### src/rtl/ddr3_app_arbiter_pkg.sv
// Shared constants, FSM state type and helpers for the DDR3 application-port arbiter.
package ddr3_app_arbiter_pkg;

  localparam logic [2:0]  CMD_WR  = 3'b000;
  localparam logic [2:0]  CMD_RD  = 3'b001;
  localparam int unsigned APP_AW  = 27;
  localparam int unsigned APP_DW  = 128;
  localparam int unsigned BURST_W = 6;

  typedef enum logic [1:0] {
    StIdle,
    StCmd,
    StWdata,
    StRdata
  } state_e;

  // Round-robin successor of a requester index, wrapping at nreq.
  function automatic logic [1:0] next_idx(input logic [1:0] idx, input int unsigned nreq);
    if (32'(idx) + 32'd1 >= nreq) return 2'd0;
    return idx + 2'd1;
  endfunction

endpackage

### src/rtl/ddr3_app_arbiter_rr.sv
// Combinational round-robin picker: first asserted request at or above rr_ptr, with wrap.
module ddr3_app_arbiter_rr #(
  parameter int unsigned NREQ = 2
) (
  input  logic [NREQ-1:0] req,
  input  logic [1:0]      rr_ptr,
  output logic [NREQ-1:0] grant,
  output logic [1:0]      grant_idx
);

  logic found;

  always_comb begin
    grant     = '0;
    grant_idx = '0;
    found     = 1'b0;
    for (int k = 0; k < int'(NREQ); k++) begin
      for (int i = 0; i < int'(NREQ); i++) begin
        if (!found && req[i] && (((int'(rr_ptr) + k) % int'(NREQ)) == i)) begin
          found     = 1'b1;
          grant[i]  = 1'b1;
          grant_idx = 2'(i);
        end
      end
    end
  end

endmodule

### src/rtl/ddr3_app_arbiter.sv
// Shares one DDR3 controller app port between NREQ requesters, one transaction at a time,
// round-robin, with read-data routing and a read watchdog.
module ddr3_app_arbiter
  import ddr3_app_arbiter_pkg::*;
#(
  parameter int unsigned NREQ    = 2,
  parameter int unsigned AW      = APP_AW,
  parameter int unsigned DW      = APP_DW,
  parameter int unsigned TIMEOUT = 1024
) (
  input  logic                    clk,
  input  logic                    rstn,
  input  logic                    init_calib_complete,
  input  logic [NREQ-1:0]         req_cmd_en,
  input  logic [3*NREQ-1:0]       req_cmd,
  input  logic [AW*NREQ-1:0]      req_addr,
  input  logic [6*NREQ-1:0]       req_burst_number,
  output logic [NREQ-1:0]         req_cmd_rdy,
  input  logic [NREQ-1:0]         req_wdata_en,
  input  logic [DW*NREQ-1:0]      req_wdata,
  output logic [NREQ-1:0]         req_wdata_rdy,
  output logic [NREQ-1:0]         req_rdata_valid,
  output logic [NREQ-1:0]         req_rdata_end,
  output logic [DW-1:0]           req_rdata,
  output logic                    app_cmd_en,
  output logic [2:0]              app_cmd,
  output logic [AW-1:0]           app_addr,
  output logic [BURST_W-1:0]      app_burst_number,
  input  logic                    app_cmd_rdy,
  output logic                    app_wdata_en,
  output logic                    app_wdata_end,
  output logic [DW-1:0]           app_wdata,
  input  logic                    app_wdata_rdy,
  input  logic                    app_rdata_valid,
  input  logic                    app_rdata_end,
  input  logic [DW-1:0]           app_rdata,
  output logic                    busy,
  output logic [1:0]              owner,
  output logic                    err
);

  localparam int unsigned WdW = (TIMEOUT > 1) ? $clog2(TIMEOUT) : 1;
  localparam logic [WdW-1:0] WdLast = WdW'(TIMEOUT - 1);

  state_e               state_q, state_d;
  logic [1:0]           rr_ptr_q, rr_ptr_d;
  logic [1:0]           owner_q, owner_d;
  logic [2:0]           cmd_q, cmd_d;
  logic [AW-1:0]        addr_q, addr_d;
  logic [BURST_W-1:0]   burst_q, burst_d;
  logic                 cmd_en_q, cmd_en_d;
  logic [BURST_W-1:0]   beat_q, beat_d;
  logic [WdW-1:0]       wd_q, wd_d;
  logic                 err_q, err_d;

  logic [NREQ-1:0]      grant;
  logic [1:0]           grant_idx;
  logic                 accept;
  logic [2:0]           sel_cmd;
  logic [AW-1:0]        sel_addr;
  logic [BURST_W-1:0]   sel_burst;
  logic                 wr_sel, rd_sel;

  ddr3_app_arbiter_rr #(
    .NREQ (NREQ)
  ) u_rr (
    .req       (req_cmd_en),
    .rr_ptr    (rr_ptr_q),
    .grant     (grant),
    .grant_idx (grant_idx)
  );

  assign accept = (state_q == StIdle) && init_calib_complete && (|req_cmd_en);
  assign wr_sel = (state_q == StWdata);
  assign rd_sel = (state_q == StRdata);

  always_comb begin
    sel_cmd   = '0;
    sel_addr  = '0;
    sel_burst = '0;
    for (int i = 0; i < int'(NREQ); i++) begin
      if (grant_idx == 2'(i)) begin
        sel_cmd   = req_cmd[3*i +: 3];
        sel_addr  = req_addr[AW*i +: AW];
        sel_burst = req_burst_number[6*i +: 6];
      end
    end
  end

  // Data-path muxes stay combinational so write and read beats pass with no added latency.
  always_comb begin
    req_cmd_rdy     = accept ? grant : '0;
    req_wdata_rdy   = '0;
    req_rdata_valid = '0;
    req_rdata_end   = '0;
    req_rdata       = app_rdata;
    app_wdata_en    = 1'b0;
    app_wdata       = '0;
    for (int i = 0; i < int'(NREQ); i++) begin
      if (owner_q == 2'(i)) begin
        req_wdata_rdy[i]   = wr_sel && app_wdata_rdy;
        req_rdata_valid[i] = rd_sel && app_rdata_valid;
        req_rdata_end[i]   = rd_sel && app_rdata_end;
        if (wr_sel) begin
          app_wdata_en = req_wdata_en[i];
          app_wdata    = req_wdata[DW*i +: DW];
        end
      end
    end
    app_wdata_end = app_wdata_en && (beat_q == burst_q);
  end

  always_comb begin
    state_d  = state_q;
    rr_ptr_d = rr_ptr_q;
    owner_d  = owner_q;
    cmd_d    = cmd_q;
    addr_d   = addr_q;
    burst_d  = burst_q;
    cmd_en_d = cmd_en_q;
    beat_d   = beat_q;
    wd_d     = wd_q;
    // Read beats with no transaction waiting for them are dropped and flagged.
    err_d    = app_rdata_valid && (state_q != StRdata);
    unique case (state_q)
      StIdle: begin
        if (accept) begin
          owner_d = grant_idx;
          cmd_d   = sel_cmd;
          addr_d  = sel_addr;
          burst_d = sel_burst;
          if (sel_cmd == CMD_WR || sel_cmd == CMD_RD) begin
            state_d  = StCmd;
            cmd_en_d = 1'b1;
          end else begin
            err_d    = 1'b1;
            rr_ptr_d = next_idx(grant_idx, NREQ);
          end
        end
      end
      StCmd: begin
        if (app_cmd_rdy) begin
          cmd_en_d = 1'b0;
          beat_d   = '0;
          wd_d     = '0;
          state_d  = (cmd_q == CMD_WR) ? StWdata : StRdata;
        end
      end
      StWdata: begin
        if (app_wdata_en && app_wdata_rdy) begin
          beat_d = beat_q + 1'b1;
          if (beat_q == burst_q) begin
            state_d  = StIdle;
            rr_ptr_d = next_idx(owner_q, NREQ);
          end
        end
      end
      StRdata: begin
        // Completion counts valid beats; the controller's rdata_end is only forwarded.
        if (app_rdata_valid) begin
          wd_d   = '0;
          beat_d = beat_q + 1'b1;
          if (beat_q == burst_q) begin
            state_d  = StIdle;
            rr_ptr_d = next_idx(owner_q, NREQ);
          end
        end else if (TIMEOUT != 0 && wd_q == WdLast) begin
          err_d    = 1'b1;
          state_d  = StIdle;
          rr_ptr_d = next_idx(owner_q, NREQ);
        end else begin
          wd_d = wd_q + 1'b1;
        end
      end
      default: state_d = StIdle;
    endcase
  end

  always_ff @(posedge clk or negedge rstn) begin
    if (!rstn) begin
      state_q  <= StIdle;
      rr_ptr_q <= '0;
      owner_q  <= '0;
      cmd_q    <= '0;
      addr_q   <= '0;
      burst_q  <= '0;
      cmd_en_q <= 1'b0;
      beat_q   <= '0;
      wd_q     <= '0;
      err_q    <= 1'b0;
    end else begin
      state_q  <= state_d;
      rr_ptr_q <= rr_ptr_d;
      owner_q  <= owner_d;
      cmd_q    <= cmd_d;
      addr_q   <= addr_d;
      burst_q  <= burst_d;
      cmd_en_q <= cmd_en_d;
      beat_q   <= beat_d;
      wd_q     <= wd_d;
      err_q    <= err_d;
    end
  end

  assign app_cmd_en       = cmd_en_q;
  assign app_cmd          = cmd_q;
  assign app_addr         = addr_q;
  assign app_burst_number = burst_q;
  assign busy             = (state_q != StIdle);
  assign owner            = owner_q;
  assign err              = err_q;

endmodule
### config.mk
export PLATFORM = sky130hd
export DESIGN_NAME = ddr3_app_arbiter
export DESIGN_NICKNAME = d
export VERILOG_FILES = /design/src/rtl/ddr3_app_arbiter_pkg.sv /design/src/rtl/ddr3_app_arbiter_rr.sv /design/src/rtl/ddr3_app_arbiter.sv
export SDC_FILE = /design/constraint.sdc
export NUM_CORES = 1
export LEC_CHECK = 0
export CORE_AREA = 8 8 292 294
export DETAILED_ROUTE_END_ITERATION = 16
export DIE_AREA = 0 0 300 302
export SLEW_MARGIN = 40
export SYNTH_ARGS = -nofsm -noshare
export SYNTH_HDL_FRONTEND = slang
export SYNTH_SLANG_ARGS = --single-unit
### constraint.sdc
create_clock -name clk -period 2.6 [get_ports clk]
set_input_delay 0.78 -clock clk [delete_from_list [all_inputs] [get_ports clk]]
set_output_delay 0.78 -clock clk [all_outputs]
set_load 0.03 [all_outputs]
==> flow_metrics.py <==
metrics = {
    "cells_and_area": {
        "instances_no_fill": 2260,
        "drive_gt1_share_pct": 29.6,
        "design_area_mm2": 0.0134,
        "area_growth_pct": 112,
        "nNetsFinal": 1643,
    },
    "grt": {
        "grt_pass1_wl_um": 63700,
        "grt_pass1_vias": 7487,
        "antenna_found_initial": 57,
        "track_usage_pct": 10.3,
        "grt_max_degree": 74,
        "grt_remaining_overflow": 0,
    },
    "drt": {
        "drt_iter0_markers": 333,
        "drcViolationCount": 0,
        "final_antenna_net_count": 0,
        "drt-total-wl_um": 49700,
        "viasPerCell": 3.10,
        "via_count": 7003,
        "wl_per_cell_um": 22.0,
        "firstDrtPassIters": 4,
    },
    "yosys": {
        "async_reset_ff_share_pct": 100,
        "netlist_top_cells_area": "mux2i_1, dfrtp_1, buf_4",
        "synth_edf_count": 0,
        "syn_area_mm2": 0.00632,
        "synth_nets": 1212,
        "avgSynthCellArea_um2": 8.55,
        "synth_top_area_share_pct": 26.4,
        "syn_inst": 739,
        "ys_seq_elements": 58,
        "ys_warn_count": 0,
        "ys_seq_area_share_pct": 23.0,
        "ys.flop_type": "dfrtp_1",
        "synth_top_area_cell": "mux2i_1",
        "ys_types": 48,
    },
    "worst_setup_path": {
        "end_kind": "primary output",
        "worst_r2r_endpoint": "rr_ptr_q[0]",
        "ff2ff_setup_slack_ns": 0.40,
        "worstPathMaxFanout": 14,
        "r2r-start": "owner[0]",
        "r2r_cells": 9,
        "crit_type": "register to primary output",
        "required_ns": 1.82,
        "start_kind": "register",
        "critPathArrivalTime_ns": 1.84,
    },
    "worst_hold_path": {
        "hold_class": "input pin to async pin",
    },
    "pwr": {
        "p_leak_nw": 5.50,
        "peakVddDrop_v": 0.000516,
        "finalPower_w": 0.0123,
        "powerDensity_mw_per_mm2": 915,
    },
    "cts": {
        "root_buffer": "clkbuf_16",
        "h-tree-depth": 3,
        "clk-insertion-delay-late_ns": 0.35,
        "cts_tree": "yes",
        "cts_sinks": 58,
        "cts_buffers": 9,
        "clk_path_buf_depth": 2,
        "clkTransAtPathRegs_ns": 0.06,
    },
    "timing": {
        "slew_violations": 0,
        "setup_viol": 1,
        "fin_crit_ns": 2.62,
        "fmax_mhz": 381,
        "skew_ns": 0.00665,
        "setup_slack_ns": -0.0230,
        "rsz0062_at_grt": "yes",
        "hold_viol_final": 0,
        "post-route-period-util_pct": 101,
    },
    "flow_run": {
        "drv_cap": 0,
    },
    "floorplanning": {
        "ios": 774,
        "core_mm2": 0.0809,
        "die_width_um": 300,
        "initial_core_util_pct": 7.81,
        "fp-row-count": 105,
        "die_area_mm2": 0.0906,
        "dieHeight_um": 302,
    },
    "place": {
        "port_buffers": 516,
        "gp_congestion": 0.787,
        "placed_area_mm2": 0.0125,
        "dp_hpwl_um": 43500,
        "dp_cells": 2210,
    },
    "run_status": {
        "failed_checks": "setup timing",
        "status": "finished with violations",
    },
}
[state kept, by name, summed over array words and instances, names as in the netlist]
signal / count
app_cmd_en: 1
err: 1
app_burst_number: 6
beat_q: 6
rr_ptr_q: 1
state_q: 2
app_cmd: 3
app_addr: 27
wd_q: 10
owner: 1
[report_power, final]
part	total, W	switching [W]	internal [W]
registers	0.00151	0.000268	0.00125
clock network	0.00133	0.000488	0.000845
logic	0.00942	0.00487	0.00455
[area by class of cell]
cell class,count,area [µm²]
fillers,9075,67500
multi-input cells,502,4020
flip-flops and latches,58,1460
well taps,1070,1340
clock inverters,7,101
diodes,15,37.5
repair buffers,594,6210
inverters,5,18.8
clock buffers,9,225
[through the flow]
stage,TNS (ns),util [%],hold slack (ns),setup WS (ns)
finish,-0.0230,16.6,0.419,-0.0230
global route,-1.55,16.5,0.437,-0.0925
CTS,-0.106,16.3,0.434,-0.0284
detailed placement,-0.266,15.4,0.469,-0.0761
global placement,-0.235,15.4,0.462,-0.0520
floorplan,-0.00491,-,0.448,-0.00491
[worst max-delay path, stage by stage (launching register included)]
cell	delay, ns
dfrtp_4	0.52
buf_16	0.18
buf_16	0.19
mux2i_1	0.12
nor2b_1	0.16
buf_4	0.16
buf_12	0.11
[kinds of logic (layout without fill, tap and decap cells)]
family / Yosys count / count (layout) / share of synthesized area (%)
xor gates and xnor gates: 15 / 15 / 2.08
buffers and inverters: 179 / 615 / 18.9
adders and majority gates: 6 / 6 / 1.19
and+or+nand+nor: 244 / 244 / 21.8
DFF: 58 / 58 / 23.0
AOI/OAI and AO/OA: 67 / 67 / 6.18
other: 1 / 16 / 0.0593
muxes: 169 / 169 / 26.8
[placed cells by master, fill, tap and decap left out, drive strengths merged, types with 2 or more instances in the layout]
cell | synthesis | layout
and4 | 2 | 2
o21ai | 50 | 50
clkinvlp | 0 | 2
mux2i | 168 | 168
and3 | 7 | 7
dlygate4sd2 | 0 | 4
diode | 0 | 15
or2 | 2 | 2
nand2b | 4 | 4
or3 | 2 | 2
clkdlybuf4s50 | 0 | 370
dlymetal6s2s | 0 | 2
buf | 150 | 216
ha | 6 | 6
bufinv | 0 | 2
nand4 | 3 | 3
nor2 | 23 | 23
xnor2 | 5 | 5
clkinv | 0 | 2
nor2b | 132 | 132
clkbuf | 24 | 10
a21oi | 3 | 3
nor3 | 6 | 6
nand2 | 51 | 51
a31oi | 2 | 2
xor2 | 10 | 10
dfrtp | 58 | 58
a21o | 2 | 2
nand3 | 7 | 7
nor4 | 2 | 2
inv | 5 | 6
[metal layers]
layer / track usage [%] / up-vias / wire, µm
li1: - / 3239 / -
met1: 10.7 / 3074 / 17700
met2: 15.8 / 526 / 21200
met3: 7.94 / 142 / 8540
met4: 3.82 / 22 / 2060
met5: 0 / - / 146
[how the worst max path moves through the flow]
stage                                 to       startpoint  slack [ns]
final                      app_wdata[84]         owner[0]       -0.02
after global routing       app_wdata[84]         owner[0]       -0.09
after CTS                 app_wdata[101]         owner[0]       -0.03
after detailed placement   app_wdata_end  req_wdata_en[1]       -0.08
after global placement        state_q[0]    req_cmd_en[0]       -0.05
after floorplan           req_cmd_rdy[0]    req_cmd_en[0]      -0.005
[synth_stat cells, types with 2 or more instances]
| cell type | n |
|---|---|
| dfrtp_1 | 58 |
| xor2_1 | 10 |
| nand2_1 | 50 |
| buf_6 | 2 |
| clkbuf_1 | 24 |
| a31oi_1 | 2 |
| nor4_2 | 2 |
| buf_2 | 19 |
| a21o_1 | 2 |
| ha_1 | 6 |
| nor2b_1 | 131 |
| inv_1 | 5 |
| buf_4 | 129 |
| xnor2_1 | 5 |
| and4_1 | 2 |
| nand4_1 | 3 |
| nor2_1 | 23 |
| or3_1 | 2 |
| o21ai_0 | 49 |
| nand2b_1 | 3 |
| mux2i_1 | 167 |
| and3_1 | 7 |
| nor3_1 | 5 |
| a21oi_1 | 3 |
| nand3_1 | 7 |
[what timing repair did]
action / in CTS / in global routing
hold buffers: 0 / 0
buffers inserted: 15 / 0
cloned: 5 / 1
resized for setup: 42 / 41
setup endpoints to repair: 117 / 60
No activity file was read; power rests on OpenSTA's default activity.
